## src/rtl/al_accel_wbuf_ctrl.sv

```systemverilog
// Weight-buffer sequencer: fetches 3x3 kernels over a single-outstanding word
// bus, loads them into the buffer in three banks and steps columns to the MAC.
module al_accel_wbuf_ctrl #(
  parameter int unsigned KERN_STRIDE = 9,
  parameter logic [7:0]  INIT_BYTE   = 8'h00
) (
  input  logic        clk,
  input  logic        reset,
  input  logic        start,
  input  logic [31:0] cfg_addr,
  input  logic [7:0]  cfg_num_kern,
  output logic        busy,
  output logic        done,
  output logic        mem_valid,
  output logic [31:0] mem_addr,
  input  logic        mem_ready,
  input  logic [31:0] mem_rdata,
  output logic [31:0] wbuf_di,
  output logic [7:0]  wbuf_init,
  output logic [1:0]  wbuf_wstrb,
  output logic        wbuf_ld_wrn,
  output logic [1:0]  wbuf_bank_sel,
  output logic        wbuf_enb,
  output logic        col_valid,
  output logic [1:0]  col_idx,
  output logic [7:0]  kern_idx,
  input  logic        col_ready
);

  // state | meaning
  // IDLE  | waiting for start
  // FETCH | word read for the current bank outstanding
  // WRITE | one-cycle bank load into the weight buffer
  // COL   | column presented to the MAC array
  // FIN   | one-cycle done pulse
  typedef enum logic [2:0] {IDLE, FETCH, WRITE, COL, FIN} state_t;

  state_t      state, state_nx;
  logic [31:0] kp, kp_nx;
  logic [7:0]  num_kern, num_kern_nx;
  logic [7:0]  kern_idx_nx;
  logic [1:0]  bank, bank_nx;
  logic [1:0]  bank_off;
  logic [1:0]  col_idx_nx;
  logic [31:0] di_nx;
  logic        last_kern;

  always_ff @(posedge clk or posedge reset) begin
    if (reset) begin
      state    <= IDLE;
      kp       <= 32'd0;
      num_kern <= 8'd0;
      bank     <= 2'd1;
      wbuf_di  <= 32'd0;
      col_idx  <= 2'd0;
      kern_idx <= 8'd0;
    end else begin
      state    <= state_nx;
      kp       <= kp_nx;
      num_kern <= num_kern_nx;
      bank     <= bank_nx;
      wbuf_di  <= di_nx;
      col_idx  <= col_idx_nx;
      kern_idx <= kern_idx_nx;
    end
  end

  // Widened so kern_idx+1 cannot wrap against the kernel count
  assign last_kern = ({1'b0, kern_idx} + 9'd1) >= {1'b0, num_kern};
  assign bank_off  = bank - 2'd1;

  always_comb begin
    state_nx    = state;
    kp_nx       = kp;
    num_kern_nx = num_kern;
    bank_nx     = bank;
    di_nx       = wbuf_di;
    col_idx_nx  = col_idx;
    kern_idx_nx = kern_idx;
    wbuf_enb    = 1'b0;
    case (state)
      IDLE: begin
        if (start) begin
          kp_nx       = cfg_addr;
          num_kern_nx = cfg_num_kern;
          kern_idx_nx = 8'd0;
          bank_nx     = 2'd1;
          state_nx    = (cfg_num_kern == 8'd0) ? FIN : FETCH;
        end
      end
      FETCH: begin
        if (mem_ready) begin
          di_nx    = mem_rdata;
          state_nx = WRITE;
        end
      end
      WRITE: begin
        wbuf_enb = 1'b1;
        if (bank == 2'd3) begin
          col_idx_nx = 2'd0;
          state_nx   = COL;
        end else begin
          bank_nx  = bank + 2'd1;
          state_nx = FETCH;
        end
      end
      COL: begin
        if (col_ready) begin
          if (col_idx != 2'd2) begin
            wbuf_enb   = 1'b1;
            col_idx_nx = col_idx + 2'd1;
          end else if (!last_kern) begin
            kp_nx       = kp + 32'(KERN_STRIDE);
            kern_idx_nx = kern_idx + 8'd1;
            bank_nx     = 2'd1;
            state_nx    = FETCH;
          end else begin
            state_nx = FIN;
          end
        end
      end
      FIN:     state_nx = IDLE;
      default: state_nx = IDLE;
    endcase
  end

  assign busy          = (state != IDLE);
  assign done          = (state == FIN);
  assign mem_valid     = (state == FETCH);
  assign mem_addr      = (state == FETCH) ?
                         ({kp[31:2], 2'b00} + {28'd0, bank_off, 2'b00}) : 32'd0;
  assign wbuf_init     = INIT_BYTE;
  assign wbuf_wstrb    = kp[1:0];
  assign wbuf_ld_wrn   = (state == WRITE);
  assign wbuf_bank_sel = (state == WRITE) ? bank : 2'd0;
  assign col_valid     = (state == COL);

endmodule

```

## config.mk

```make
export PLATFORM = sky130hd
export DESIGN_NAME = al_accel_wbuf_ctrl
export DESIGN_NICKNAME = d
export VERILOG_FILES = /design/src/rtl/al_accel_wbuf_ctrl.sv
export SDC_FILE = /design/constraint.sdc
export NUM_CORES = 1
export LEC_CHECK = 0
export BUFFER_PORTS_ARGS = -buffer_cell sky130_fd_sc_hd__clkbuf_2
export CORE_MARGIN = 4
export CORE_UTILIZATION = 40
export DETAILED_ROUTE_END_ITERATION = 8
export MAX_ROUTING_LAYER = met4
export PLACE_DENSITY = 0.75
export SYNTH_ARGS = -nofsm -noshare
export SYNTH_HDL_FRONTEND = slang
export SYNTH_SLANG_ARGS = --single-unit
export TNS_END_PERCENT = 30
```

## constraint.sdc

```tcl
create_clock -name clk -period 3.57 [get_ports clk]
set_input_delay 1.071 -clock clk [delete_from_list [all_inputs] [get_ports clk]]
set_output_delay 1.071 -clock clk [all_outputs]
set_load 0.1 [all_outputs]
```

==> impl_metrics.json, run 1 <==
{
  "slowest_stage": "dfstp_2",
  "fill_cells": 1218,
  "coreArea_mm2": 0.0135,
  "htreeDepth": 3,
  "min_period_ps": 3720,
  "grt_pass1_vias": 5277,
  "rsz0062_at_grt": "yes",
  "dpl.hpwl_um": 11900,
  "hold_viol_final": 0,
  "async_reset_ff_share_pct": 100,
  "endpoint": "mem_addr[12]",
  "critPathKind": "flip-flop to primary output",
  "syn_area_per_cell_um2": 9.10,
  "antenna_found_initial": 0,
  "cp_top_family": "adder cells",
  "min_period_over_period_pct": 104,
  "antenna_cells": 0,
  "overflow": 0,
  "first_pass_iters": 5,
  "start_kind": "flip-flop",
  "yosysSeqAreaShare_pct": 39.0,
  "io_buffers": 158,
  "finalWirelength_um": 16300,
  "crit_start": "bank[0]$_DFFE_PP1P_",
  "gp_congestion": 0.906,
  "min_path_cells": 1,
  "areaGrowthSynthToFinish_pct": 34.1,
  "crit_path_max_incr_delay_ps": 570,
  "rows": 42,
  "clk_root_buffer_cell": "clkbuf_16",
  "grt_max_degree": 54,
  "grt_pass1_wl_um": 26500,
  "r2r-end": "kp[8]$_DFFE_PP0P_",
  "cts_tree": "built",
  "worst-path-max-fanout": 3,
  "register_area_mm2": 0.00218,
  "hp-class": "flip-flop to flip-flop",
  "dieArea_mm2": 0.0159,
  "ys_types": 57,
  "outcome": "finished, violations left",
  "synth_flop_cell": "dfrtp_1",
  "layout.nets": 849,
  "drc": 0,
  "fp.dieH_um": 126,
  "end_kind": "primary output",
  "setup_violations": 15,
  "reg2reg_depth": 12,
  "maxCapViolCount": 0,
  "critPathRequiredTime_ps": 2500,
  "clkLatencyLatePin_ps": 340,
  "postRouteAntennaNets": 0,
  "start_util_pct": 41.5,
  "drtIter0Drc": 485,
  "crit_arrival_ps": 2650,
  "synth_cells": 613,
  "timing.fmax_ghz": 0.269,
  "die_x_um": 126,
  "critPathBufInv": 2,
  "multi_input_area_mm2": 0.00332,
  "cts_sinks": 87,
  "synth_edf_count": 0,
  "syn-cell-area_mm2": 0.00558,
  "cts_buffer_depth": 2,
  "layout-drive-gt1-share_pct": 40.2,
  "max_slew_margin_pct": 55.9,
  "vias": 5237,
  "failed_checks": "setup timing",
  "fin_ws_ps": -151,
  "vias_per_cell": 5.58,
  "worstMarginPinSlew_ps": 657,
  "io-pin-count": 169,
  "crit_chain": "ha_4 > fa_2 > buf_4 > nor2_4 > nand3_2 > or3_4 > a21oi_4 > buf_12",
  "reg2reg_setup_slack_ps": 240,
  "setup-tns-final_ps": -1240,
  "wire_per_inst_um": 17.4,
  "ys_warn_count": 0,
  "ys_seq_elements": 87,
  "clkTransAtPathRegs_ps": 70,
  "rr_startpoint": "kern_idx[0]$_DFFE_PP0P_",
  "skew_ps": 10.9,
  "report.final.slew_viol_count": 0,
  "cp.depth": 8,
  "grt_util_all_layers_pct": 20.9,
  "cts_made_buffers": 9
}
-- synth_stat cells (14+ instances only) --
cell | number | area, um^2
ha_1 | 14 | 175
a31oi_1 | 24 | 150
inv_1 | 22 | 82.6
nand3_1 | 22 | 110
nor2_1 | 72 | 270
dfrtp_1 | 86 | 2150
buf_2 | 16 | 80.1
clkbuf_1 | 21 | 78.8
nand2_1 | 42 | 158
a21oi_1 | 51 | 255
o22a_1 | 23 | 201
buf_4 | 16 | 120
mux2_2 | 40 | 450
xnor2_1 | 17 | 149
-- worst min path at each step --
stage | slack [ps] | from | to
floorplan | 480 | num_kern[1]$_DFFE_PP0P_ | num_kern[1]$_DFFE_PP0P_
global placement | 470 | wbuf_di[2]$_DFFE_PP0P_ | wbuf_di[2]$_DFFE_PP0P_
CTS | 500 | wbuf_di[2]$_DFFE_PP0P_ | wbuf_di[2]$_DFFE_PP0P_
global route | 520 | wbuf_di[2]$_DFFE_PP0P_ | wbuf_di[2]$_DFFE_PP0P_
finish | 500 | wbuf_di[2]$_DFFE_PP0P_ | wbuf_di[2]$_DFFE_PP0P_
detailed placement | 480 | wbuf_di[2]$_DFFE_PP0P_ | wbuf_di[2]$_DFFE_PP0P_
-- final cells by class --
class | count | share of cell area [%]
clock buffer | 10 | 3.06
clock inverter | 6 | 0.652
inverter | 23 | 1.20
multi-input combinational | 454 | 44.4
sequential | 87 | 29.1
tap | 176 | 2.94
timing repair buffer | 182 | 18.6
-- worst reg2reg max path, cell delays in order, from the launching register on --
cell	delay, ps
dfrtp_1	470
ha_1	290
nand4_1	140
or2_2	330
xnor2_1	140
ha_1	290
a21oi_1	160
o22ai_1	110
a211oi_2	310
nand4_4	270
and2_1	260
buf_4	210
o22a_1	240
-- cell families after synthesis --
kind of cell	synth area share [%]
buf+inv	7.33
other cells	0.0672
fa+ha+maj	3.50
mux	8.99
compound gates	17.1
simple gates	19.4
xor+xnor	4.55
flops	39.0
-- flip-flops by register name, summed over array words and instances (netlist names) --
register,flops
kp,32
kern_idx,8
num_kern,8
wbuf_di,32
bank,2
state,3
col_idx,2
-- repair_timing --
action	in CTS	in global routing
hold buffers	0	0
endpoints found under the hold margin	0	0
endpoints found under the setup margin	18	30
buffers inserted	2	2
gates resized for setup	14	22
pin swaps	5	9
-- cells in the final DEF (no fill, tap or decap), drive strengths merged, types with 3 or more instances in the layout --
| cell | instances |
|---|---|
| clkinv | 3 |
| ha | 14 |
| a21oi | 51 |
| nor2 | 72 |
| and4 | 8 |
| clkbuf | 139 |
| o22ai | 11 |
| o2bb2a | 3 |
| nand2 | 42 |
| nand3 | 23 |
| or3 | 4 |
| nand4 | 12 |
| dfrtp | 86 |
| nor3 | 11 |
| inv | 26 |
| conb | 10 |
| nor4 | 7 |
| o21ai | 14 |
| mux2 | 41 |
| and3 | 10 |
| nor2b | 3 |
| buf | 53 |
| a22oi | 3 |
| or2 | 4 |
| xnor2 | 17 |
| and2 | 7 |
| o22a | 23 |
| a2bb2oi | 3 |
| xor2 | 12 |
| a41oi | 3 |
| mux2i | 4 |
| a31oi | 24 |
-- routing by layer --
| metal | vias up | GRT usage [%] | part of all wire, % |
|---|---|---|---|
| met4 | 0 | 6.50 | 1.5 |
| met5 | - | - | 0 |
| met1 | 2519 | 27.2 | 43 |
| met3 | 20 | 4.32 | 7.8 |
| met2 | 227 | 32.9 | 48 |
| li1 | 2471 | - | - |
-- metrics by stage --
step | cell area [um^2] | setup slack (ps) | utilization (%) | std cells | hold WS (ps)
floorplan | 5760 | -337 | - | 622 | 479
global placement | 7000 | 151 | 52.1 | 918 | 473
detailed placement | 7000 | 122 | 52.1 | 918 | 481
CTS | 7350 | -157 | 54.6 | 936 | 503
global route | 7480 | -233 | 55.6 | 938 | 525
finish | 7480 | -151 | 55.6 | 938 | 505
Power of run 1 is not shown: default switching activity piles up to over one toggle a cycle in this logic, so the estimate is an artifact.
==> inputs of run 2 (changes only) <==
--- a/config.mk
+++ b/config.mk
@@ -5,11 +5,10 @@
 export SDC_FILE = /design/constraint.sdc
 export NUM_CORES = 1
 export LEC_CHECK = 0
-export BUFFER_PORTS_ARGS = -buffer_cell sky130_fd_sc_hd__clkbuf_2
+export BUFFER_PORTS_ARGS = -buffer_cell sky130_fd_sc_hd__buf_4
 export CORE_MARGIN = 4
 export CORE_UTILIZATION = 40
 export DETAILED_ROUTE_END_ITERATION = 8
-export MAX_ROUTING_LAYER = met4
 export PLACE_DENSITY = 0.75
 export SYNTH_ARGS = -nofsm -noshare
 export SYNTH_HDL_FRONTEND = slang
==> constraint.sdc (replaced) <==
create_clock -name clk -period 3.57 [get_ports clk]
set_input_delay 1.071 -clock clk [delete_from_list [all_inputs] [get_ports clk]]
set_output_delay 1.071 -clock clk [all_outputs]
set_load 0.05 [all_outputs]
==> impl_metrics.json, run 2 (synthesis results as in run 1) <==
{
  "cts_buffer_depth": 2,
  "gp_congestion": 0.904,
  "clkTransAtPathRegs_ps": 70,
  "cts_made_buffers": 9,
  "min_period_over_period_pct": 102,
  "fill_cells": 1215,
  "failed_checks": "setup timing",
  "start_util_pct": 41.5,
  "fin_ws_ps": -60.0,
  "grt_pass1_vias": 5136,
  "mostFrequentLayoutCell": "buf_4",
  "clkLatencyLatePin_ps": 350,
  "report.final.slew_viol_count": 0,
  "worstMarginPinSlew_ps": 809,
  "skew_ps": 4.57,
  "layout-drive-gt1-share_pct": 37.6,
  "hp-class": "flip-flop to flip-flop",
  "vias": 5210,
  "wire_per_inst_um": 17.3,
  "drtIter0Drc": 568,
  "grt_pass1_wl_um": 26100,
  "critPathRequiredTime_ps": 2500,
  "rsz0062_at_grt": "yes",
  "io-pin-count": 169,
  "antenna_found_initial": 0,
  "fp.dieH_um": 126,
  "rows": 42,
  "clk_root_buffer_cell": "clkbuf_16",
  "critPathKind": "flip-flop to primary output",
  "grt_max_degree": 88,
  "timing.fmax_ghz": 0.275,
  "io_buffers": 158,
  "finalWirelength_um": 16200,
  "start_kind": "flip-flop",
  "vias_per_cell": 5.54,
  "worst-path-max-fanout": 5,
  "dieArea_mm2": 0.0159,
  "cts_tree": "built",
  "power_density_mw_per_mm2": 1080,
  "layout.nets": 851,
  "hold_viol_final": 0,
  "dpl.hpwl_um": 11400,
  "maxCapViolCount": 0,
  "preCtsSetupSlack_ps": -33.7,
  "coreArea_mm2": 0.0135,
  "outcome": "finished, violations left",
  "setup_violations": 8,
  "crit_arrival_ps": 2560,
  "htreeDepth": 3,
  "p_leak_nw": 3.32,
  "areaGrowthSynthToFinish_pct": 33.9,
  "die_x_um": 126,
  "grt_util_all_layers_pct": 20.2,
  "vdd_ir_drop_max_v": 0.000698,
  "power_mw": 8.10,
  "reg.largest.list": "kp x32, wbuf_di x32",
  "drc": 0,
  "postRouteAntennaNets": 0,
  "antenna_cells": 0,
  "fin_util_pct": 55.5,
  "overflow": 0,
  "min_period_ps": 3630,
  "max_slew_margin_pct": 46.1,
  "first_pass_iters": 6,
  "final_cell_mix": "buf_4 (166), dfrtp_1 (85), nor2_1 (67)",
  "cts_sinks": 87,
  "end_kind": "primary output"
}
[run 2: changes by cell type in the layout (fill, tap and decap cells not counted), moves of 4 or more]
cell / before / now
clkbuf_2: 128 / 0
inv_6: 4 / 0
nor2_1: 52 / 67
nor2_4: 8 / 3
buf_12: 27 / 3
buf_4: 24 / 166
buf_6: 2 / 13
nor2_2: 12 / 2
[run 2: repair_timing]
action / CTS / global route
buffers inserted: 4 / 1
hold buffers: 0 / 0
gates resized for setup: 29 / 20
setup endpoints to repair: 24 / 20
pin swaps: 10 / 5
gates cloned: 0 / 0
[run 2: per-layer routing]
metal  global-route usage (%)  vias to the layer above  share of wire (%)
met5                        0                        -                  0
met4                     5.55                        0                1.9
met3                     8.04                       26                9.5
met2                     31.4                      219                 46
met1                     26.1                     2493                 43
li1                         -                     2472                  -
[run 2: final timing paths]
check	end	slack (ps)	cells after the start	startpoint
max	mem_addr[26]	-60	8	bank[0]$_DFFE_PP1P_
min reg2reg	wbuf_di[2]$_DFFE_PP0P_	490	1	wbuf_di[2]$_DFFE_PP0P_
min	wbuf_di[2]$_DFFE_PP0P_	490	1	wbuf_di[2]$_DFFE_PP0P_
max in group asynchronous	kp[8]$_DFFE_PP0P_	2330	3	reset
max reg2reg	kp[30]$_DFFE_PP0P_	330	12	kern_idx[1]$_DFFE_PP0P_
min in group asynchronous	wbuf_di[29]$_DFFE_PP0P_	790	3	reset
[run 2: layout make-up]
type                            count  area [um^2]  area share (%)
Multi-Input combinational cell    454         3200            42.8
Sequential cell                    87         2180            29.2
Clock buffer                        9          225            3.01
Clock inverter                      7         73.8           0.988
Inverter                           23         90.1            1.21
Timing Repair Buffer              184         1480            19.8
Tap cell                          176          220            2.95
[run 2: metrics by stage]
step                area [um^2]  cells  hold WS [ps]  TNS (ps)
floorplan                  5640    622           479     -1460
global placement           6920    919           470         0
detailed placement         6920    919           483     -58.3
CTS                        7380    939           498      -292
global route               7470    940           519     -1940
finish                     7470    940           493      -249
[run 2: where the power goes]
part	leakage [nW]	switching (mW)	internal [mW]	total [mW]
Sequential	1.03	0.521	1.45	1.97
Combinational	2.15	3.30	1.86	5.16
Clock	0.145	0.419	0.544	0.963
[run 2: worst max-delay path, cell delays in order, from the launching register on]
cell and delay [ps]:
dfstp_2 570, ha_4 220, fa_2 380, nor4_4 210
and4_4 310, nand2_1 90, xor2_2 170, nor2_4 100
buf_8 150
Power figures use the tool's default switching activity.
